--- src/rtl/gf_vme_pkg.sv ---
// Shared types and constants for the internal VME register-access initiator.
package gf_vme_pkg;

    typedef enum logic [2:0] {
        IDLE    = 3'd0,
        SETUP   = 3'd1,
        STROBE  = 3'd2,
        RELEASE = 3'd3,
        GAP     = 3'd4
    } vmeState_t;

    // Read data reported for an access that was abandoned without an acknowledge
    localparam logic [63:0] GF_VME_RDATA_ERR = '1;

endpackage

--- src/rtl/gf_vme_cycle_counter.sv ---
// Saturating cycle counter with clear/enable; lastCycle flags the MAX-th enabled cycle.
module gf_vme_cycle_counter #(
    parameter int MAX = 2
) (
    input  logic clk,
    input  logic init,
    input  logic clear,
    input  logic enable,
    output logic lastCycle
);

    localparam int W = (MAX > 0) ? $clog2(MAX + 1) : 1;
    localparam logic [W-1:0] TOP  = W'(MAX);
    localparam logic [W-1:0] LAST = W'(MAX - 1);

    logic [W-1:0] count;

    always_ff @(posedge clk) begin
        if (init || clear) begin
            count <= '0;
        end else if (enable && (count != TOP)) begin
            count <= count + 1'b1;
        end
    end

    // count holds completed cycles, so the current enabled cycle is number count+1
    assign lastCycle = enable && (count >= LAST);

endmodule

--- src/rtl/gf_vme_access_initiator.sv ---
// Initiator end of the internal VME register-access interface (request pulse -> access level).
// Optional strobe timeout enabled by defining GF_VME_INIT_TIMEOUT_EN.
module gf_vme_access_initiator
    import gf_vme_pkg::*;
#(
    parameter int ADDR_W         = 16,
    parameter int DATA_W         = 32,
    parameter int HOLD_MIN       = 2,
    parameter int GAP_CYCLES     = 2,
    parameter int TIMEOUT_CYCLES = 255
) (
    input  logic              clk,
    input  logic              init,
    input  logic              reqStart,
    input  logic              reqWrite,
    input  logic [ADDR_W-1:0] reqAddress,
    input  logic [DATA_W-1:0] reqWdata,
    output logic              busy,
    output logic              done,
    output logic              error,
    output logic [DATA_W-1:0] rdata,
    output logic [ADDR_W-1:0] address,
    output logic [DATA_W-1:0] wdata,
    output logic              writeAccess,
    output logic              readAccess,
    input  logic              accessAck,
    input  logic [DATA_W-1:0] accessRdata
);

    if (HOLD_MIN < 1 || GAP_CYCLES < 1 || TIMEOUT_CYCLES < 1) begin : gBadParams
        $error("gf_vme_access_initiator: HOLD_MIN, GAP_CYCLES and TIMEOUT_CYCLES must be >= 1");
    end

    vmeState_t         state;
    vmeState_t         nextState;
    logic              isWrite;
    logic              ackSeen;
    logic              ackNow;
    logic              holdLast;
    logic              gapLast;
    logic              timeoutHit;
    logic              timedOut;
    logic [DATA_W-1:0] rdataCap;

    assign ackNow = (state == STROBE) && (ackSeen || accessAck);

    gf_vme_cycle_counter #(.MAX(HOLD_MIN)) uHoldCnt (
        .clk       (clk),
        .init      (init),
        .clear     (state != STROBE),
        .enable    (state == STROBE),
        .lastCycle (holdLast)
    );

    gf_vme_cycle_counter #(.MAX(GAP_CYCLES)) uGapCnt (
        .clk       (clk),
        .init      (init),
        .clear     (state != GAP),
        .enable    (state == GAP),
        .lastCycle (gapLast)
    );

`ifdef GF_VME_INIT_TIMEOUT_EN
    logic toLast;

    gf_vme_cycle_counter #(.MAX(TIMEOUT_CYCLES)) uToCnt (
        .clk       (clk),
        .init      (init),
        .clear     (state != STROBE),
        .enable    (state == STROBE),
        .lastCycle (toLast)
    );

    // An acknowledge arriving in the final allowed cycle still completes the access
    assign timeoutHit = toLast && !ackNow;

    always_ff @(posedge clk) begin
        if (init) begin
            timedOut <= 1'b0;
            error    <= 1'b0;
        end else begin
            if (state == SETUP) begin
                timedOut <= 1'b0;
            end else if ((state == STROBE) && timeoutHit) begin
                timedOut <= 1'b1;
            end
            error <= (state == RELEASE) && timedOut;
        end
    end
`else
    assign timeoutHit = 1'b0;
    assign timedOut   = 1'b0;
    assign error      = 1'b0;
`endif

    always_comb begin
        nextState = state;
        unique case (state)
            IDLE:    if (reqStart) nextState = SETUP;
            SETUP:   nextState = STROBE;
            STROBE:  if ((ackNow && holdLast) || timeoutHit) nextState = RELEASE;
            RELEASE: nextState = GAP;
            GAP:     if (gapLast) nextState = IDLE;
            default: nextState = IDLE;
        endcase
    end

    // Outputs are registered from the next state so they line up with the state they describe
    always_ff @(posedge clk) begin
        if (init) begin
            state       <= IDLE;
            busy        <= 1'b0;
            done        <= 1'b0;
            writeAccess <= 1'b0;
            readAccess  <= 1'b0;
            address     <= '0;
            wdata       <= '0;
            rdata       <= '0;
            isWrite     <= 1'b0;
            ackSeen     <= 1'b0;
            rdataCap    <= '0;
        end else begin
            state       <= nextState;
            busy        <= (nextState != IDLE);
            done        <= (state == RELEASE);
            writeAccess <= (nextState == STROBE) && isWrite;
            readAccess  <= (nextState == STROBE) && !isWrite;
            ackSeen     <= ackNow;
            if ((state == IDLE) && reqStart) begin
                isWrite <= reqWrite;
                address <= reqAddress;
                wdata   <= reqWdata;
            end
            if ((state == STROBE) && accessAck && !ackSeen && !isWrite) begin
                rdataCap <= accessRdata;
            end
            if ((state == RELEASE) && !isWrite) begin
                rdata <= timedOut ? GF_VME_RDATA_ERR[DATA_W-1:0] : rdataCap;
            end
        end
    end

endmodule
--- config.mk ---
export PLATFORM = sky130hd
export DESIGN_NAME = gf_vme_access_initiator
export DESIGN_NICKNAME = d
export VERILOG_FILES = /design/src/rtl/gf_vme_pkg.sv /design/src/rtl/gf_vme_cycle_counter.sv /design/src/rtl/gf_vme_access_initiator.sv
export SDC_FILE = /design/constraint.sdc
export NUM_CORES = 1
export LEC_CHECK = 0
export BUFFER_PORTS_ARGS = -buffer_cell sky130_fd_sc_hd__buf_2
export CAP_MARGIN = 20
export CORE_MARGIN = 2
export CORE_UTILIZATION = 45
export DETAILED_ROUTE_END_ITERATION = 10
export GPL_TIMING_DRIVEN = 1
export HOLD_SLACK_MARGIN = 0.06
export MAX_ROUTING_LAYER = met4
export PLACE_DENSITY = 0.73
export SETUP_SLACK_MARGIN = 0.5
export SLEW_MARGIN = 20
export SYNTH_ARGS = -nofsm -noshare
export SYNTH_HDL_FRONTEND = slang
export SYNTH_SLANG_ARGS = --single-unit
--- constraint.sdc ---
create_clock -name clk -period 2.2 [get_ports clk]
set_input_delay 0.11 -clock clk [delete_from_list [all_inputs] [get_ports clk]]
set_output_delay 0.11 -clock clk [all_outputs]
set_load 0.01 [all_outputs]
# == After elaboration in Yosys (flattened, before gate mapping) ==
# Index checks and enable logic that the tools add are counted.
# totals
reg_bits,125
inputBits,85
wordCells,50
# classes
addsub,2
magnitude_cmp,2
n_eq_ne,9
muxes,4
n_reduce_logical,20
# ops
cell,count
$pmux 3 s5,1
$logic_and 1x1->1,13
$eq 3x2->1 const B,3
$mux 3,3
$add 2x1->2 const B,2
$ge 2x1->1 const B,2
$ne 2x2->1 const B,2
$eq 3x1->1 const B,1
$eq 3x3->1 const B,1
$logic_not 3->1,1
$logic_or 1x1->1,3
$ne 3x2->1 const B,1
$ne 3x3->1 const B,1
$reduce_bool 3->1,1
$logic_not 1->1,2

# == Logic depth before layout (Yosys ltp) ==
# depth
ltp_word,7
depth_mapped,6
mapped_depth_nobuf,4

# == Cells and area by module ==
# A second synthesis with hierarchy kept.
# unflattened
hier_cells,556
area_unflattened_um2,4840.9
# modules_own_cells
module,instances,cells_per_inst,area_each_um2,seq_area_each_um2
gf_vme_access_initiator,1,532,4578.1,2422.3
gf_vme_cycle_counter,2,12,131.4,40.0

# == Worst setup path before layout ==
# OpenSTA, ideal clock, no wires.
# synth_timing
path_kind,register to register
from,register state[0]
to,register rdataCap[10]
setup_ns,0.072
arrival_ns,1.461
t_required_ns,2.128
slack_ns,0.667
path_stages_with_launch,5
path_buffers,1
synth_period_minus_slack_ns,1.533
path_cell_list,dfxtp_1 -> or3b_4 -> nor4b_4 -> buf_6 -> mux2i_1
# synth_between
elab_chain_cells,4
# synth_rtl
item,line,text
from (decl),gf_vme_access_initiator.sv:34,vmeState_t state;
from (signal assigned),gf_vme_access_initiator.sv:123,state <= nextState;
$eq 3x2->1,gf_vme_access_initiator.sv:134,if ((state == STROBE) && accessAck && !ackSeen && !isWrite) begin
$logic_and 1x1->1 (3 in series),gf_vme_access_initiator.sv:134,
to (signal assigned),gf_vme_access_initiator.sv:135,rdataCap <= accessRdata;
to (decl),gf_vme_access_initiator.sv:43,logic [DATA_W-1:0] rdataCap;
# Every way passes these cells.
# A chain may end at the register's enable or synchronous reset.

# == Final worst setup path ==
# layout_timing
from,register state[2]
to,register rdataCap[13]
# The elaborated chain is that of the path after synthesis.

==> impl_summary.md <==
Clock tree
The H-tree depth is 4. The clock net in this run drives a total of 125 sinks. The clock-pin slew of the registers on the worst-case setup and hold paths is 0.06 ns. The clock tree buffer depth is 2.

TritonCTS built the clock tree. The number of clock buffers added by TritonCTS is 17. The clock root buffer is sky130_fd_sc_hd__clkbuf_8. The clock latency of the later-clocked register in the worst-skew pair is roughly 0.51 ns.

GRT
The number of antenna violations at the first check in global routing is 0. In the global route stage, overall resource usage came out at 0.2421. The global-route wire length before repair is between 20000 and 25000 um. The number of global-route vias before repair was around 4.5k. Entering global routing, the biggest net connects 109 pins. The total overflow reported by the global router is 0.

Synthesis
Counting flops and latches in the post-synthesis netlist gives about 130. After technology mapping, the gate count stands at between 500 and 600. The most used standard cell by instance count after synthesis is sky130_fd_sc_hd__nand2_1. Summed over all instances, the cell type with the most area after synthesis is sky130_fd_sc_hd__dfxtp_1. Of the post-synthesis cell area, the dominant cell type holds 0.5265.

For this run, the number of Yosys warnings is 0. The unique cell type count in the Yosys netlist is 29. The share of synthesized registers carrying an async set or reset is 0.

The most instantiated flip-flop cell in the synthesis netlist is sky130_fd_sc_hd__dfxtp_1. Of the synthesized area, sequential elements account for 0.5265. Each instance of the synthesized netlist takes up on average slightly below 9 um^2. By count the netlist is led by sky130_fd_sc_hd__nand2_1, sky130_fd_sc_hd__dfxtp_1, sky130_fd_sc_hd__a21oi_1. After synthesis, the cell types taking the most area are sky130_fd_sc_hd__dfxtp_1, sky130_fd_sc_hd__nand2_1, sky130_fd_sc_hd__a21oi_1, sky130_fd_sc_hd__nand2b_1, sky130_fd_sc_hd__mux2i_1. The number of nets handed over by synthesis was ~640. The synthesized netlist occupies a cell area of approximately 4800 um^2.

Yosys mapped a number of flops with a built-in enable equal to 0.

Detailed routing
The detail route stage leaves a number of antenna-violating nets equal to 0. After detailed routing, the number of remaining DRC violations is 0. The number of iterations in the first detailed-routing pass is 4. The average wire per standard cell is between 10 and 15 um. The routed layout has approximately 4.6k vias. The wire length reported by the detailed router is approximately 13000 um. The violation count after the first detailed-route iteration is between 150 and 200. The detail-routed via count per cell is around 4.9.

Pwr
Dividing total power by cell area gives a power density of just over 800 nW/um^2. The worst-case IR drop observed on VDD is around 460 uV. The reported leakage power is 3.116 nW.

Floorplanning
The floorplan step defined a die boundary enclosing between 10000 and 15000 um^2. The row count is 37. The count of boundary I/O pins is 170. The total core area is between 10000 and 15000 um^2.

From bottom edge to top edge, the die measures ~110 um. The die outline width is ~110 um. The initial utilization of the core area, before any placement, comes to 0.4625.

Worst hold path
The worst hold path belongs to the class input pin to flip-flop.

STA
The worst pin sits at a relative slew slack of 0.4300. Setup repair after global routing could not meet its margin everywhere. The worst path setup slack after routing is between 0.5 and 0.6 ns.

At the pin with the least slew margin, the transition time is about 0.85 ns. After routing, the total negative slack on setup checks comes to 0 ns. The final max-slew violation count is 0. The final worst-path cycle share is 0.7644. The number of hold violations in the final report is 0. Timing would allow up to 594.7 MHz. The worst path needs 1.682 ns of the cycle, external delays included. The final setup violation count is 0.

The maximum clock skew at final layout is 0.007114 ns.

Placement
The congestion estimate from routability-driven global placement came to about 0.74. The number of port buffers is 168. Detailed placement ended at an HPWL of between 7000 and 8000 um.

Prior to clock tree synthesis, the placed netlist has a worst setup slack of around 0.35 ns. The number of placed instances, taps included, is 817.

Outcome
The flow ran to the end, and the final reports show no timing, DRC or antenna violations.

Worst setup path
At the worst endpoint, the arrival time is around 2.1 ns. In this run the worst path has a maximum fanout of 8. The endpoint kind of the worst setup timing path is a flip-flop. The required time reported for the critical path endpoint is approximately 2.6 ns. STA classifies the critical path startpoint as a flip-flop. The critical path is of the flip-flop to flip-flop type.

Run
The number of maximum-capacitance violations is 0.

Finish
Once layout is complete, the cells apart from fillers number 940. The repair_antennas step left the layout with diodes totalling 0. Of the cells placed in the final design, the portion with a size suffix greater than 1 is 0.2786. The area added between synthesis and finish is 53.01%. For this run, the post-layout net count is between 800 and 900.
cell type report:
cell class	instances	area, um^2
flip-flops and latches	125	2514
fillers	753	3004
clock inverters	13	190.2
repair buffers	267	1888
multi-input cells	377	2068
inverters	4	15.01
well taps	136	170.2
clock buffers	18	427.9
state kept, by name, indices dropped and copies added (netlist names):
register,cells
ackSeen,1
address,16
busy,1
done,1
isWrite,1
rdata,32
rdataCap,32
readAccess,1
state,3
uGapCnt.count,2
uHoldCnt.count,2
wdata,32
writeAccess,1
what timing repair did:
item	CTS	global route
resized for setup	8	9
hold buffers	83	0
gates cloned	2	1
pin swaps	1	2
buffers inserted	6	0
endpoints found under the setup margin	34	93
endpoints found under the hold margin	83	0
final timing paths:
path	from	slack (ns)	end	cells past startpoint
hold reg to reg	rdata[26]	0.45	rdata[26]	2
setup reg to reg	state[2]	0.52	rdataCap[13]	5
hold / removal	init	0.20	rdata[17]	2
setup / recovery	state[2]	0.52	rdataCap[13]	5
critical path, stage by stage (launching register included):
cell                      delay (ns)
sky130_fd_sc_hd__dfxtp_4        0.34
sky130_fd_sc_hd__or3b_4         0.41
sky130_fd_sc_hd__nor4b_4        0.28
sky130_fd_sc_hd__buf_4          0.21
sky130_fd_sc_hd__buf_16         0.15
sky130_fd_sc_hd__mux2i_1        0.21
cell usage in the layout, fill, tap and decap left out, types with 2 or more instances in the layout:
master	synthesis	layout
sky130_fd_sc_hd__dlygate4sd3_1	0	83
sky130_fd_sc_hd__clkinv_4	0	2
sky130_fd_sc_hd__clkbuf_8	0	2
sky130_fd_sc_hd__clkinvlp_4	0	4
sky130_fd_sc_hd__dfxtp_1	125	122
sky130_fd_sc_hd__buf_16	0	2
sky130_fd_sc_hd__nand2_1	162	162
sky130_fd_sc_hd__a21oi_1	84	84
sky130_fd_sc_hd__buf_12	0	2
sky130_fd_sc_hd__buf_4	1	9
sky130_fd_sc_hd__buf_6	3	3
sky130_fd_sc_hd__nand3b_1	3	3
sky130_fd_sc_hd__mux2i_1	34	33
sky130_fd_sc_hd__bufinv_16	0	4
sky130_fd_sc_hd__ha_1	4	4
sky130_fd_sc_hd__and3_1	2	2
sky130_fd_sc_hd__nand2b_1	64	64
sky130_fd_sc_hd__nor4b_4	1	2
sky130_fd_sc_hd__inv_6	0	2
sky130_fd_sc_hd__xor2_1	2	2
sky130_fd_sc_hd__nor2_1	8	8
sky130_fd_sc_hd__inv_1	4	4
sky130_fd_sc_hd__clkbuf_16	0	17
sky130_fd_sc_hd__nor3_1	2	2
sky130_fd_sc_hd__buf_2	13	167
sky130_fd_sc_hd__dfxtp_4	0	3
metrics by stage:
| stage | total power, mW | instance area (um^2) | util | hold slack, ns |
|---|---|---|---|---|
| after global routing | 6.269 | 7273 | 0.7077 | 0.2459 |
| after detailed placement | 3.004 | 5652 | 0.5499 | 0.3558 |
| after floorplan | 2.795 | 4753 | - | 0.2460 |
| after global placement | 2.985 | 5652 | 0.5499 | 0.3501 |
| after CTS | 6.026 | 7212 | 0.7017 | 0.2151 |
| final | 6.032 | 7273 | 0.7077 | 0.1986 |
report_power, final:
group	internal [mW]	leakage (nW)	switching [mW]
clock network	1.87	0.290	1.03
logic	0.360	1.81	0.354
registers	2.37	1.02	0.0550
total	4.60	3.12	1.44
layer usage:
layer	track usage	wire length, um	share of wire	up-vias
li1	-	-	-	2253
met1	0.2829	5663	0.42	2136
met2	0.4004	6669	0.50	166
met3	0.07538	965	0.072	17
met4	0.07514	170	0.013	0
met5	-	0	0	-
kinds of logic after synthesis:
logic type	Yosys count	synth area share
adders and majority gates	4	0.01053
muxes	34	0.07160
DFF	125	0.5265
and+or+nand+nor	251	0.2506
buffers and inverters	47	0.04606
other	1	0.0007889
xor gates and xnor gates	3	0.005529
AOI/OAI and AO/OA	84	0.08844
(Power assumes the default switching activity.)
